===== src/rtl/uart_tx_button_arbiter.sv =====
// Round-robin scheduler sharing one UART transmitter between debounced buttons.
// Requests are latched as pending bits, granted fairly, and handed to the TX core one at a time.
module uart_tx_button_arbiter #(
    parameter int NUM_BTN     = 4,
    parameter int DATA_W      = 8,
    parameter int ACK_TIMEOUT = 16,
    parameter int ID_W        = $clog2(NUM_BTN)
) (
    input  logic                      clk,
    input  logic                      rst,
    input  logic [NUM_BTN-1:0]        btn_pulse,
    input  logic [NUM_BTN*DATA_W-1:0] btn_data,
    input  logic                      tx_busy,
    output logic                      tx_start,
    output logic [DATA_W-1:0]         tx_data,
    output logic [ID_W-1:0]           grant_id,
    output logic [NUM_BTN-1:0]        pending,
    output logic [NUM_BTN-1:0]        overrun,
    output logic                      ack_err,
    output logic                      ctrl_busy
);
    localparam int CNT_W = $clog2(ACK_TIMEOUT + 1);

    typedef enum logic [1:0] {IDLE, START, WAIT_BUSY, WAIT_DONE} state_t;

    state_t             state_q, state_d;
    logic [CNT_W-1:0]   cnt_q, cnt_d;
    logic [ID_W-1:0]    last_q, last_d;
    logic [ID_W-1:0]    grant_q, grant_d;
    logic [DATA_W-1:0]  data_q, data_d;
    logic [NUM_BTN-1:0] pend_q, pend_d;
    logic [NUM_BTN-1:0] ovr_q, ovr_d;
    logic [NUM_BTN-1:0] clr;
    logic               ack_q, ack_d;
    logic               start_q, cbusy_q;
    logic               win_found;
    logic [ID_W-1:0]    win_idx;
    logic [ID_W-1:0]    cidx;

    // Search begins one past the last grant so every button gets a turn.
    always_comb begin
        win_found = 1'b0;
        win_idx   = '0;
        cidx      = '0;
        for (int k = 1; k <= NUM_BTN; k++) begin
            cidx = ID_W'((int'(last_q) + k) % NUM_BTN);
            if (!win_found && pend_q[cidx]) begin
                win_found = 1'b1;
                win_idx   = cidx;
            end
        end
    end

    always_comb begin
        state_d = state_q;
        cnt_d   = cnt_q;
        last_d  = last_q;
        grant_d = grant_q;
        data_d  = data_q;
        ack_d   = ack_q;
        clr     = '0;
        case (state_q)
            IDLE: begin
                if (win_found) begin
                    grant_d      = win_idx;
                    last_d       = win_idx;
                    data_d       = btn_data[win_idx*DATA_W +: DATA_W];
                    clr[win_idx] = 1'b1;
                    state_d      = START;
                end
            end
            START: begin
                cnt_d   = '0;
                state_d = WAIT_BUSY;
            end
            WAIT_BUSY: begin
                if (tx_busy) begin
                    state_d = WAIT_DONE;
                end else begin
                    cnt_d = cnt_q + CNT_W'(1);
                    if (cnt_q == CNT_W'(ACK_TIMEOUT - 1)) begin
                        ack_d   = 1'b1;
                        state_d = IDLE;
                    end
                end
            end
            WAIT_DONE: begin
                if (!tx_busy) state_d = IDLE;
            end
            default: state_d = IDLE;
        endcase
    end

    // A pulse landing on the cycle its bit is cleared re-arms the request instead of overrunning.
    assign pend_d = (pend_q & ~clr) | btn_pulse;
    assign ovr_d  = ovr_q | (btn_pulse & pend_q & ~clr);

    always_ff @(posedge clk) begin
        if (rst) begin
            state_q <= IDLE;
            cnt_q   <= '0;
            last_q  <= ID_W'(NUM_BTN - 1);
            grant_q <= '0;
            data_q  <= '0;
            pend_q  <= '0;
            ovr_q   <= '0;
            ack_q   <= 1'b0;
            start_q <= 1'b0;
            cbusy_q <= 1'b0;
        end else begin
            state_q <= state_d;
            cnt_q   <= cnt_d;
            last_q  <= last_d;
            grant_q <= grant_d;
            data_q  <= data_d;
            pend_q  <= pend_d;
            ovr_q   <= ovr_d;
            ack_q   <= ack_d;
            start_q <= (state_d == START);
            cbusy_q <= (state_d != IDLE);
        end
    end

    assign tx_start  = start_q;
    assign tx_data   = data_q;
    assign grant_id  = grant_q;
    assign pending   = pend_q;
    assign overrun   = ovr_q;
    assign ack_err   = ack_q;
    assign ctrl_busy = cbusy_q;
endmodule


===== config.mk =====
export PLATFORM = sky130hd
export DESIGN_NAME = uart_tx_button_arbiter
export DESIGN_NICKNAME = d
export VERILOG_FILES = /design/src/rtl/uart_tx_button_arbiter.sv
export SDC_FILE = /design/constraint.sdc
export NUM_CORES = 1
export LEC_CHECK = 0
export BUFFER_PORTS_ARGS = -buffer_cell sky130_fd_sc_hd__buf_2
export CORE_MARGIN = 5
export CORE_UTILIZATION = 43
export DETAILED_ROUTE_END_ITERATION = 16
export PLACE_DENSITY = 0.84
export SYNTH_ARGS = -nofsm -noshare
export SYNTH_HDL_FRONTEND = slang
export SYNTH_SLANG_ARGS = --single-unit

===== constraint.sdc =====
create_clock -name clk -period 1.4 [get_ports clk]
set_input_delay 0.14 -clock clk [delete_from_list [all_inputs] [get_ports clk]]
set_output_delay 0.14 -clock clk [all_outputs]
set_load 0.02 [all_outputs]

* After elaboration in Yosys (flattened, before gate mapping)
Index checks and enable logic that the tools add are counted.
** Word-level totals
- Register bits :: 30
- Output and inout bits :: 21
- Logic and storage cells :: 75
** Cells by class
- Add/sub/neg operators :: 5
- Magnitude comparators :: 6
- Equal/unequal tests :: 6
- Shift operators :: 1
- Multiplexer cells :: 27
- Bitwise operators :: 7
- Reductions and logical operators :: 13
** Operators with widths (count)
- 32-bit by 6-bit variable part select with 8-bit output :: 1
- 2-bit two-way mux :: 8
- 2-bit by 3-bit < comparator with 1-bit output, second input constant :: 5
- 4-bit AND :: 3
- 5-bit one-hot mux with 2 select lines :: 1
- 1-bit two-way mux :: 9
- 1-bit binary-select mux with 2-bit select :: 4
- 4-bit two-way mux :: 2
- 4-bit OR :: 2
- 2-bit one-hot mux with 4 select lines :: 1
- 5-bit by 1-bit adder with 5-bit output, second input constant :: 1
- 5-bit by 4-bit == test with 1-bit output, second input constant :: 1
- 5-bit two-way mux :: 1
- 2-bit by 1-bit adder with 2-bit output, second input constant :: 2
- 2-bit adder, second input constant :: 2
- 2-bit by 1-bit == test with 1-bit output, second input constant :: 2
- 2-bit == test, second input constant :: 2
- 1-bit logical AND :: 4
- 4-bit inverter :: 1
- 2-bit AND reduction :: 2
- 2-bit nonzero test :: 2
- 1-bit logical NOT :: 3
- 3-bit AND reduction :: 1
- 1-bit demux with 2-bit select :: 1
- other kinds (4) :: 4

* Depth between registers and ports, before layout
Gate-level depths: netlist (run 1).
- Depth in word-level cells :: 22
- Depth in mapped cells :: 8
- Mapped depth without buffers :: 8

* Worst setup path after synthesis (run 1)
OpenSTA, ideal clock, no wires.
- Path type :: register to register
- From :: register pend_q[3] (netlist: pending[3])
- To :: register pend_q[2] (netlist: pending[2])
- Arrival :: 1592 ps
- Setup slack :: -324 ps
- Stages on the path, launching flop included :: 7
- Period minus slack after synthesis :: 1724 ps
- Cell sequence :: dfxtp_1 > nor4_1 > or3_1 > clkbuf_1 > or2_2 > o21ai_1 > a21oi_1
** On the way
- Longest elaborated chain between the ends :: 21
- Elaborated cells between the ends (all ways) :: 32
- Classes of those cells :: order compare (2); mux (20); bitwise (3); reduce/logical (7)
** Ends and longest elaborated chain
- start: declaration :: RTL line 31 : logic [NUM_BTN-1:0] pend_q, pend_d;
- start signal: assignment :: RTL line 116 : pend_q <= pend_d;
- 1-bit binary-select mux with 2-bit select :: RTL line 47 : if (!win_found && pend_q[cidx]) begin
- 1-bit two-way mux (implied by the code) :: RTL line 47
- 1-bit two-way mux :: RTL line 47
- 1-bit logical NOT :: RTL line 47
- 1-bit logical AND :: RTL line 47
- 1-bit two-way mux :: RTL line 47
- 1-bit logical NOT :: RTL line 47
- 1-bit logical AND :: RTL line 47
- [5 not listed]
- 1-bit logical AND (implied by the code) :: RTL line 68 : clr[win_idx] = 1'b1;
- 1-bit two-way mux (implied by the code) :: RTL line 68
- 1-bit demux with 2-bit select :: RTL line 68
- 4-bit two-way mux (*) :: RTL line 64 : if (win_found) begin
- 4-bit two-way mux (*) :: RTL line 62 : case (state_q)
- 4-bit inverter (*) :: RTL line 95 : assign pend_d = (pend_q & ~clr) | btn_pulse;
- 4-bit AND (*) :: RTL line 95
- 4-bit OR (*) :: RTL line 95
Mark *: on every way between the ends. The rest lies on a longest branch, timed or not. The select of a mux whose other input is x is not followed.
A chain may end at the register's enable or synchronous reset.

* Worst setup path after layout (run 1)
- From :: register pend_q[0] (netlist: pending[0])
- To :: register pend_q[2] (netlist: pending[2])
The elaborated chain is that of the path after synthesis.

==> results, run 1 <==
- During I/O placement, the number of pins put on the boundary was 60.
- Data arrives at the worst endpoint at ~1800 ps.
- The clock-pin slew on the worst setup and hold paths is 90 ps.
- The run finished, with violations left.
- The most used flip-flop cell after synthesis is dfxtp_1.
- The count of final hold-check violations was 0.
- The worst-case setup margin in the final layout is -230.5 ps.
- The pin count of the biggest net entering global routing is 16.
- The tool flagged a number of max-cap violations equal to 0.
- The post-synthesis to final-layout area growth is 54.74%.
- The post-detailed-route wirelength per cell is 14.49 um.
- Routability-driven placement finished with a final weighted congestion of about 0.91.
- The core region is between 3000 and 4000 um^2.
- The via count of the routed design is 1579.
- The count of mapped cells out of synthesis is between 150 and 200.
- Setup violations remaining at the end of the flow were counted as 18.
- The diode insertion count for antenna repair is 0.
- For this run, the detailed router's first-pass iteration total came to 4.
- In the final layout, the share of cells above drive strength 1 is slightly below 60%.
- After detailed placement, the design holds a cell count of 292.
- Once the floorplan was initialized, standard cells occupied approximately 45% of the core.
- The full die area is between 4000 and 5000 um^2.
- Counting distinct cell types in the post-synthesis netlist gives 35.
- The clock skew is between 10 and 15 ps.
- The total power is between 2 and 3 mW.
- The path class of the tightest hold or removal check is primary input to flip-flop.
- After global routing the overflow that remains totals 0.
- The checks that failed: negative setup slack.
- The number of clock buffers added by TritonCTS is 5.
- The net count reported at finish is 297.
- Measured along the x axis, the die boundary spans between 60 and 70 um.
- The cell area after synthesis is 1543 um^2.
- In the finished design, the share of the clock period the worst path needs comes to 116.5%.
- Power spread over the standard cell area amounts to approximately 1100 nW/um^2.
- In this run the critical register-to-register path is captured at pending[2].
- The worst setup path is captured at a flip-flop.
- The H-tree was split into 2 levels.
- The maximum clock frequency is a little over 600 MHz.
- In this run the static leakage power is between 1 and 1.5 nW.
- CTS placed an instance of clkbuf_4 at the clock tree root.
- Setup repair after global routing could not meet its margin everywhere.
- The maximum buffer depth of the clock tree is 2.
- Dividing the detail-routed via count by the number of cells gives 5.211.
- The critical path ends at pending[2].
- The reg2reg setup slack is -230 ps.
- The first global-routing pass estimated between 6 and 7 mm of wire.
- Counting I/O delays and the setup requirement, the final critical path takes around 1600 ps.
- After detailed routing, the number of remaining DRC violations is 0.
- The number of nets handed over by synthesis was 210.
- The synthesized design devotes to its leading area cell type roughly 39% of total area.
- The number of input and output port buffers inserted is ~60.
- The synthesized design contains 30 register bits.
- The logic depth of the worst register-to-register path is 6.
- Ranked by total cell area, the synthesized netlist is headed by dfxtp_1 (39%), mux2i_1 (11%), mux2_2 (5.8%).
- The finished layout holds 303 standard cells, fillers aside.
- The final number of max-transition violations is 0.
- The cell taking the most area after synthesis is dfxtp_1.
- In this run the critical register-to-register path is launched from pending[0].
- For the pin with the worst max-slew slack, the measured transition is around 400 ps.
- The CTS tree is built.
- The worst setup path startpoint is pending[0].
- The per-instance average area after synthesis is roughly 9 um^2.
- STA classifies the critical path startpoint as a flip-flop.
- The synthesized design contains 0 enable-type register cells.
- In this run the core area contains 21 standard-cell rows.
- After synthesis, flip-flops and latches occupy between 30% and 40% of the total area.
- The number of design-rule violations left by the first detailed-router iteration is 84.
- At the worst endpoint, the required time is 1610 ps.
- Of all nets on the critical path, the largest fanout is 10.
- The aggregate global-route resource usage is 16.83%.
- The kind of critical path is flip-flop to flip-flop.
- Headroom to the max-slew limit came out at between 70% and 80%.
- The number of global-route vias before repair is 1521.
- Counting every sink on the clock net gives 30.
- The wire-length estimate of the detail-placed layout is around 3.1 mm.
- The initial antenna violation count was 0.
- Measured along the y axis, the die boundary spans 69.90 um.
- The peak supply drop is ~0.00063 V.
- The count of warnings emitted by yosys is 0.
- The final layout contains routed wiring with a total length of approximately 4.4 mm.
- In the synthesized netlist the async set-or-reset flop fraction comes to 0%.
- After clock tree synthesis, the flow added hold-fix buffers numbering 0.
- For the worst-skew pair, the clock arrives at the later sink with an insertion delay of 320 ps.
- The post-detailed-route count of antenna-violating nets is 0.
[Yosys cell counts, types with 4 or more instances]
cell and count:
mux2i_1 17, nor2_1 15, dfxtp_1 30, clkbuf_1 6, o21ai_0 5, nand2_1 6
a21oi_1 11, o21ai_2 5, inv_1 10, mux2_2 8, o21ai_1 5, nor2b_1 4
nand2b_1 5, nand3b_1 9
[flip-flops by register name, summed over array words and instances, names as in the netlist, 2 cells and up]
signal    count
tx_data       8
state_q       2
overrun       4
pending       4
cnt_q         5
grant_id      2
last_q        2
[worst max-delay path, cell delays in order, from the launching register on]
cell and delay [ps]:
dfxtp_2 390, o21ai_1 260, o221ai_4 190, buf_12 190, or2_4 240, o21ai_2 170
a21oi_1 90
[cells by family after synthesis]
kind of cell             synth area share (%)
buffers and inverters                   6.002
adder cells (fa/ha/maj)                 1.622
flip-flops                              38.93
AO/OA/AOI/OAI                           19.71
AND/OR/NAND/NOR                         16.87
multiplexers                            16.87
[cell usage in the layout, fill, tap and decap left out, types with 4 or more instances in the layout]
cell type	instances
buf_2	59
buf_4	25
dfxtp_1	21
mux2i_1	16
nor2_1	14
o21ai_2	11
inv_1	9
nand3b_1	9
a21oi_1	7
nand2b_1	5
nand2_1	5
clkbuf_4	5
dfxtp_2	5
o21ai_1	4
mux2_4	4
mux2_2	4
a21oi_2	4
dfxtp_4	4
[repair_timing]
item / in CTS / in global routing
pin swaps: 0 / 2
gates resized for setup: 24 / 20
setup buffers: 0 / 2
gates cloned: 1 / 0
endpoints found under the setup margin: 23 / 23
[where the power goes]
group / switching (mW) / internal (mW) / leakage (nW)
Sequential: 0.0821 / 0.960 / 0.250
Clock: 0.284 / 0.233 / 0.0333
Combinational: 0.557 / 0.580 / 0.852
Total: 0.924 / 1.77 / 1.14
[through the flow]
| step | utilization, % | TNS, ps | setup slack [ps] | hold WS (ps) | area (um^2) |
|---|---|---|---|---|---|
| floorplan | - | -1208 | -112.0 | 279.5 | 1585 |
| global placement | 61.69 | -1429 | -110.3 | 397.7 | 2107 |
| detailed placement | 61.69 | -2151 | -187.8 | 402.6 | 2107 |
| CTS | 67.07 | -2496 | -194.7 | 68.30 | 2291 |
| global route | 69.89 | -4086 | -301.6 | 94.85 | 2387 |
| finish | 69.89 | -2777 | -230.5 | 80.21 | 2387 |
[metal layers]
| layer | part of all wire, % | up-vias | global-route usage, % |
|---|---|---|---|
| met5 | 0 | - | 0 |
| met4 | 1.2 | 0 | 3.830 |
| met3 | 7.3 | 6 | 5.165 |
| met2 | 51 | 57 | 30.43 |
| met1 | 40 | 743 | 19.28 |
| li1 | - | 773 | - |
[area by class of cell]
type	count	area [um^2]
repair buffers	90	590.6
clock inverters	2	7.507
well taps	46	57.56
multi-input cells	119	1021
fillers	267	1028
flip-flops and latches	30	621.8
inverters	10	37.54
clock buffers	6	51.30
[how the worst min path moves through the flow]
stage	from	end	slack, ps	depth (start not counted)
floorplan	btn_pulse[1]	pending[1]	280	2
CTS	btn_pulse[0]	pending[0]	70	3
global placement	btn_pulse[0]	pending[0]	400	3
detailed placement	btn_pulse[0]	pending[0]	400	3
global route	btn_pulse[0]	overrun[0]	90	3
finish	btn_pulse[0]	pending[0]	80	3
Power figures use the tool's default switching activity.
==> inputs of run 2 (changes only) <==
--- a/config.mk
+++ b/config.mk
@@ -9,7 +9,7 @@
 export CORE_MARGIN = 5
 export CORE_UTILIZATION = 43
 export DETAILED_ROUTE_END_ITERATION = 16
-export PLACE_DENSITY = 0.84
+export PLACE_DENSITY = 0.87
 export SYNTH_ARGS = -nofsm -noshare
 export SYNTH_HDL_FRONTEND = slang
 export SYNTH_SLANG_ARGS = --single-unit
==> run 2 against run 1 <==
Against the previous run: the flow still finishes with violations (negative setup slack); utilization hardly changed; worst setup slack worse by 31 ps; sequential share of layout area is 0.22 points lower; register-to-register slack worse by 30 ps; via count is 0.44% lower; maximum frequency is 1.9% lower.
==> results, run 2 (same netlist as run 1, synthesis figures left out) <==
- The flow ran to the end, but the final reports show violations.
- The final reports fail on negative setup slack.
- The starting density of the core is 45.16% (unchanged).
- The post-detailed-route wirelength per cell is 16.31 um (+13%).
- The maximum clock frequency came to 601.8 MHz (-1.9%).
- The final core utilization is 69.93% (about the same).
- The peak supply drop is 0.0007817 V (+24%).
- Setup repair after global routing could not meet its margin everywhere.
- The path class of the tightest hold or removal check is primary input to flip-flop.
- The H-tree depth is 2 (unchanged).
- On the critical path, the stage with the largest delay is an instance of dfxtp_4.
- The arrival time of the worst setup path is 1950 ps (+110 ps).
- The clock latency of the later-clocked register in the worst-skew pair came to 350 ps (+30 ps).
- The initial antenna violation count is 0 (unchanged).
- The kind of critical path is flip-flop to flip-flop.
- TritonCTS built the clock tree.
- The critical path goes through buf_6, nor2b_4, o21ai_2, o211ai_4, buf_6, mux2_4, o21ai_2.
- The remaining design rule violation count is 0 (unchanged).
- The number of ports placed on the die boundary came to 60 (unchanged).
- The number of design-rule violations left by the first detailed-router iteration came to 83 (-1.2%).
- The number of iterations in the first detailed-routing pass is 4 (unchanged).
- The max-capacitance violation count was 0 (unchanged).
- The count of final setup violators was 21 (+3).
- The post-synthesis to final-layout area growth came to 54.83% (about the same).
- The placer's final routability congestion estimate is 0.9047 (-1.0%).
- The biggest cell delay along the critical path was 370 ps (-20 ps).
- The pin count of the biggest net entering global routing is 20 (+4).
- The full die area is 4885 um^2 (unchanged).
- The via count of the routed design was 1572 (-0.44%).
- The slew of the pin with the lowest slew margin is 608.3 ps (+205.3 ps).
- The worst path required time is 1690 ps (+80 ps).
- The remaining global-route overflow came to 0 (unchanged).
- The ratio of final minimum period to clock period is 118.7% (+2.2 points).
- The aggregate global-route resource usage was 18.68% (+1.9 points).
- The kind of start point of the critical path is a flip-flop.
- Grouping stages by cell kind, the critical path spends the most delay in compound AO/OA/AOI/OAI gates.
- The area inside the core boundary is 3416 um^2 (unchanged).
- The width of the die is 69.90 um (unchanged).
- The maximum buffer depth of the clock tree was 2 (unchanged).
- The power density relative to cell area is 1165 nW/um^2 (+3.1%).
- The number of input and output port buffers inserted is 59 (unchanged).
- The worst-case hold slack was 25.39 ps (-54.82 ps).
- The final instance count without filler cells is 301 (-0.66%).
- The buffers plus inverters on the worst setup path is 2 (+1).
- The worst setup path is captured at a flip-flop.
- The average vias per placed instance is 5.223 (+0.22%).
- The final-layout setup total negative slack is -3672 ps (-894.7 ps).
- The total leakage power is 1.136 nW (about the same).
- The reg2reg setup slack is -260 ps (-30 ps).
- The remaining max-slew budget at the tightest pin was 59.14% (-14 points).
- The number of global-route vias before repair is 1600 (+5.2%).
- The number of flip-flops in the largest register is 8 (unchanged).
- The area taken by multi-input logic gates is 1044 um^2 (+2.2%).
- The top fanout value on the critical path came to 5 (-5).
- The number of cells in the design after placement came to 291 (-0.34%).
- The post-DP HPWL came to 3.047 mm (-1.9%).
- The wire length of the first global-routing pass came to 7.217 mm (+6.1%).
- The final number of max-transition violations is 0 (unchanged).
- The fraction of final layout cells with drive strength greater than 1 was 58.04% (-0.33 points).
- The worst-case setup margin in the final layout is -261.8 ps (-31.31 ps).
- The clock skew came to 4.287 ps (-10.49 ps).
- The clock-pin slew on the worst setup and hold paths came to 100 ps (about the same).
- The count of final hold-check violations is 0 (unchanged).
- The total clock sinks came to 30 (unchanged).
- The number of CTS-inserted buffers is 5 (unchanged).
- The quantity of hold-fixing buffers added after cts came to 0 (unchanged).
- The total power came to 2.782 mW (+3.2%).
- The post-detailed-route count of antenna-violating nets is 0 (unchanged).
- The register area is 616.8 um^2 (-0.80%).
- The count of fill cells added during filler insertion is 261 (-2.2%).
- The overall routed net length is 4.909 mm (+12%).
- The root buffer selected by CTS is clkbuf_4.
- The net count reported at finish is 295 (-0.67%).
- The time the worst path needs with I/O delays and setup is 1662 ps (+31.31 ps).
- The diode insertion count for antenna repair is 0 (unchanged).
- The die height came to 69.90 um (unchanged).
- The number of placement rows is 21 (unchanged).
- Leaving out fill and tap cells, the most frequent cell in the layout is buf_2.
- In the layout the commonest cells are buf_2 (59), dfxtp_1 (23), buf_4 (19), mux2i_1 (17), nor2_1 (13).
run 2: cell count changes in the layout (fill, tap and decap cells not counted), moves of 2 or more:
| cell | delta |
|---|---|
| buf_4 | -6 |
| buf_6 | +6 |
| buf_12 | -2 |
| clkinv_1 | -2 |
| dfxtp_1 | +2 |
| mux2_2 | -2 |
| mux2_4 | +2 |
| nor2_2 | +2 |
| o31ai_2 | -2 |
run 2: what timing repair did:
item,CTS,global route
resized for setup,32,18
setup buffers,1,0
gates cloned,0,1
setup endpoints to repair,21,23
pin swaps,12,7
run 2: tightest hold or removal path, stage by stage:
cell and delay (ps):
buf_2 100, inv_1 60, a21oi_1 60
run 2: final cells by class:
class	count	share of cell area (%)
Multi-Input combinational cell	119	43.69
Sequential cell	30	25.83
Timing Repair Buffer	88	23.99
Tap cell	46	2.410
Clock buffer	7	2.305
Inverter	10	1.572
Clock inverter	1	0.2095
run 2: per-layer routing:
metal  share of wire (%)  track usage [%]  vias to the layer above
met4                 2.4            10.21                        0
met1                  38            19.90                      733
met3                 6.4            6.026                        9
met5                   0                0                        -
met2                  53            32.42                       47
li1                    -                -                      783
run 2: through the flow:
| stage | cell area, um^2 | setup WS (ps) |
|---|---|---|
| finish | 2389 | -261.8 |
| floorplan | 1585 | -112.0 |
| global placement | 2087 | -126.7 |
| global route | 2389 | -326.2 |
| CTS | 2297 | -202.0 |
| detailed placement | 2087 | -208.2 |
run 2: final timing paths:
path,from,to,depth (start not counted)
worst min-delay path,btn_pulse[2],pending[2],3
worst max-delay path,pending[1],tx_data[1],7
worst min register to register,overrun[0],overrun[0],2
worst max register to register,pending[1],tx_data[1],7
run 2: report_power, final:
group / internal (mW) / total (mW) / leakage (nW) / switching (mW)
clock: 0.243 / 0.572 / 0.0353 / 0.330
combinational: 0.579 / 1.18 / 0.851 / 0.600
sequential: 0.959 / 1.03 / 0.250 / 0.0710
==> inputs of run 3 (changes only) <==
--- a/config.mk
+++ b/config.mk
@@ -9,7 +9,9 @@
 export CORE_MARGIN = 5
 export CORE_UTILIZATION = 43
 export DETAILED_ROUTE_END_ITERATION = 16
+export MAX_ROUTING_LAYER = met4
 export PLACE_DENSITY = 0.87
+export RECOVER_POWER = 25
 export SYNTH_ARGS = -nofsm -noshare
 export SYNTH_HDL_FRONTEND = slang
 export SYNTH_SLANG_ARGS = --single-unit
==> run 3 against run 2 <==
Against the previous run: the flow still finishes with violations (negative setup slack); via count decreased by 0.89%; final cell count stayed put; sequential share of layout area increased by 0.095 points; design area shrank 0.37%; routed wire length shrank 0.35%; clock skew rose by 3.8 ps; critical path depth unchanged; clock-buffer cell count stayed put; non-clock buffer count unchanged; die area stayed put; clock power hardly changed; sequential power barely moved; critical path type unchanged.
==> results, run 3 (same netlist as run 1, synthesis figures left out) <==
- The remaining max-slew budget at the tightest pin is 58.93% (-0.21 points).
- The count of final hold-check violations is 0 (unchanged).
- The number of global-route vias before repair is 1600 (unchanged).
- The critical path in this run is classified as flip-flop to flip-flop.
- The final core utilization is 69.67% (-0.26 points).
- The time the worst path needs with I/O delays and setup was 1664 ps (+2.236 ps).
- The class of the worst hold path is primary input to flip-flop.
- The count of fill cells added during filler insertion is 265 (+1.5%).
- The full die area is 4885 um^2 (unchanged).
- The worst path required time is 1690 ps (about the same).
- The post-synthesis to final-layout area growth is 54.26%.
- The post-detailed-route count of antenna-violating nets was 0 (unchanged).
- The flow ran to the end, but the final reports show violations.
- The peak supply drop is 0.0007799 V (-0.24%).
- The fraction of final layout cells with drive strength greater than 1 is 55.29% (-2.7 points).
- The starting density of the core was 45.16% (unchanged).
- The post-detailed-route wirelength per cell came to 16.25 um (-0.35%).
- The final number of max-transition violations is 0 (unchanged).
- The via count of the routed design is 1558 (-0.89%).
- The ratio of final minimum period to clock period is 118.9% (+0.16 points).
- The final reports fail on negative setup slack.
- The post-DP HPWL is 3.047 mm (unchanged).
- The clock-pin slew on the worst setup and hold paths is 100 ps (about the same).
- The overall routed net length is 4.892 mm (-0.35%).
- The maximum buffer depth of the clock tree is 2 (unchanged).
- The remaining global-route overflow is 0 (unchanged).
- The number of placement rows is 21 (unchanged).
- The biggest cell delay along the critical path was 370 ps (about the same).
- The arrival time of the worst setup path was 1950 ps (about the same).
- The count of final setup violators is 21 (unchanged).
- The clock latency of the later-clocked register in the worst-skew pair is 360 ps (about the same).
- The final instance count without filler cells was 301 (unchanged).
- The number of CTS-inserted buffers is 5 (unchanged).
- The total leakage power is 1.109 nW (-2.4%).
- STA classifies the critical path startpoint as a flip-flop.
- The number of ports placed on the die boundary is 60 (unchanged).
- The critical path endpoint category is a flip-flop.
- The maximum clock frequency was 601.0 MHz (-0.13%).
- The initial antenna violation count is 0 (unchanged).
- The root buffer selected by CTS is clkbuf_4.
- The width of the die was 69.90 um (unchanged).
- The top cell family by delay on the critical path is compound AO/OA/AOI/OAI gates.
- The die height is 69.90 um (unchanged).
- The buffers plus inverters on the worst setup path was 2 (unchanged).
- The clock skew came to 8.125 ps (+3.838 ps).
- The worst-case setup margin in the final layout is -264.0 ps (-2.236 ps).
- The diode insertion count for antenna repair was 0 (unchanged).
- The placer's final routability congestion estimate is 0.9203 (+1.7%).
- The average vias per placed instance is 5.176 (-0.89%).
- The net count reported at finish is 295 (unchanged).
- The number of flip-flops in the largest register is 8 (unchanged).
- The wire length of the first global-routing pass is 7.217 mm (unchanged).
- The area inside the core boundary is 3416 um^2 (unchanged).
- Setup repair after global routing could not meet its margin everywhere.
- The number of input and output port buffers inserted came to 59 (unchanged).
- The pin count of the biggest net entering global routing is 20 (unchanged).
- The slowest stage of the critical path is the dfxtp_4 cell.
- The aggregate global-route resource usage is 19.20% (+0.51 points).
- The top cell types in the final layout, fill and taps aside, are buf_2 (52), dfxtp_1 (23), buf_4 (19), mux2i_1 (17), nor2_1 (13).
- The most common cell after layout, fill and taps aside is buf_2.
- The top fanout value on the critical path is 5 (unchanged).
- The pre-CTS setup slack is -208.2 ps (unchanged).
- The number of design-rule violations left by the first detailed-router iteration is 84 (+1.2%).
- The number of iterations in the first detailed-routing pass was 5 (+1).
- The number of cells in the design after placement is 291 (unchanged).
- The CTS tree is built.
- The total clock sinks is 30 (unchanged).
- The H-tree depth is 2 (unchanged).
- Walking the worst path, the cells encountered are buf_6, nor2b_4, o21ai_2, o211ai_4, buf_6, mux2_4, o21ai_2.
- The remaining design rule violation count is 0 (unchanged).
- The quantity of hold-fixing buffers added after cts was 0 (unchanged).
- The slew of the pin with the lowest slew margin is 611.4 ps (+3.100 ps).
- The max-capacitance violation count is 0 (unchanged).
- The power density relative to cell area was 1165 nW/um^2 (about the same).
-- run 3: cell count changes in the layout (fill, tap and decap cells not counted) --
cell / delta
clkbuf_1: +7
buf_2: -7
-- run 3: repair_timing --
item | CTS | global route
endpoints found under the setup margin | 21 | 23
pin swaps | 12 | 7
resized for setup | 32 | 18
gates cloned | 0 | 1
setup buffers | 1 | 0
-- run 3: layout make-up --
type | count | area (um^2) | share of cell area [%]
Multi-Input combinational cell | 119 | 1044 | 43.85
Clock inverter | 1 | 5.005 | 0.2103
Sequential cell | 30 | 616.8 | 25.92
Clock buffer | 7 | 55.05 | 2.313
Tap cell | 46 | 57.56 | 2.419
Timing Repair Buffer | 88 | 564.3 | 23.71
Inverter | 10 | 37.54 | 1.577
-- run 3: stage by stage --
stage | cell area (um^2) | hold WS, ps | power (mW) | TNS [ps]
floorplan | 1585 | 279.5 | 1.630 | -1208
global placement | 2087 | 395.9 | 1.950 | -1364
detailed placement | 2087 | 396.0 | 1.979 | -2584
CTS | 2297 | 21.10 | 2.660 | -2414
global route | 2380 | 23.44 | 2.914 | -5241
finish | 2380 | 25.54 | 2.773 | -3716
-- run 3: power breakdown --
part,switching (mW),internal [mW]
Sequential,0.0721,0.959
Clock,0.327,0.243
Combinational,0.600,0.571
-- run 3: per-layer routing --
metal,global-route usage (%),part of all wire (%)
met4,10.21,2.5
met1,20.33,39
met2,32.42,53
met5,-,0
met3,5.308,5.6
-- run 3: path summary, 6_finish.rpt --
check	from	to	slack [ps]	depth (start not counted)
hold / removal	btn_pulse[2]	pending[2]	30	3
setup reg to reg	pending[1]	tx_data[1]	-260	7
hold reg to reg	overrun[0]	overrun[0]	470	2
setup / recovery	pending[1]	tx_data[1]	-260	7
-- run 3: tightest hold or removal path, stage by stage --
cell     delay, ps
buf_2          100
inv_1           60
a21oi_1         60
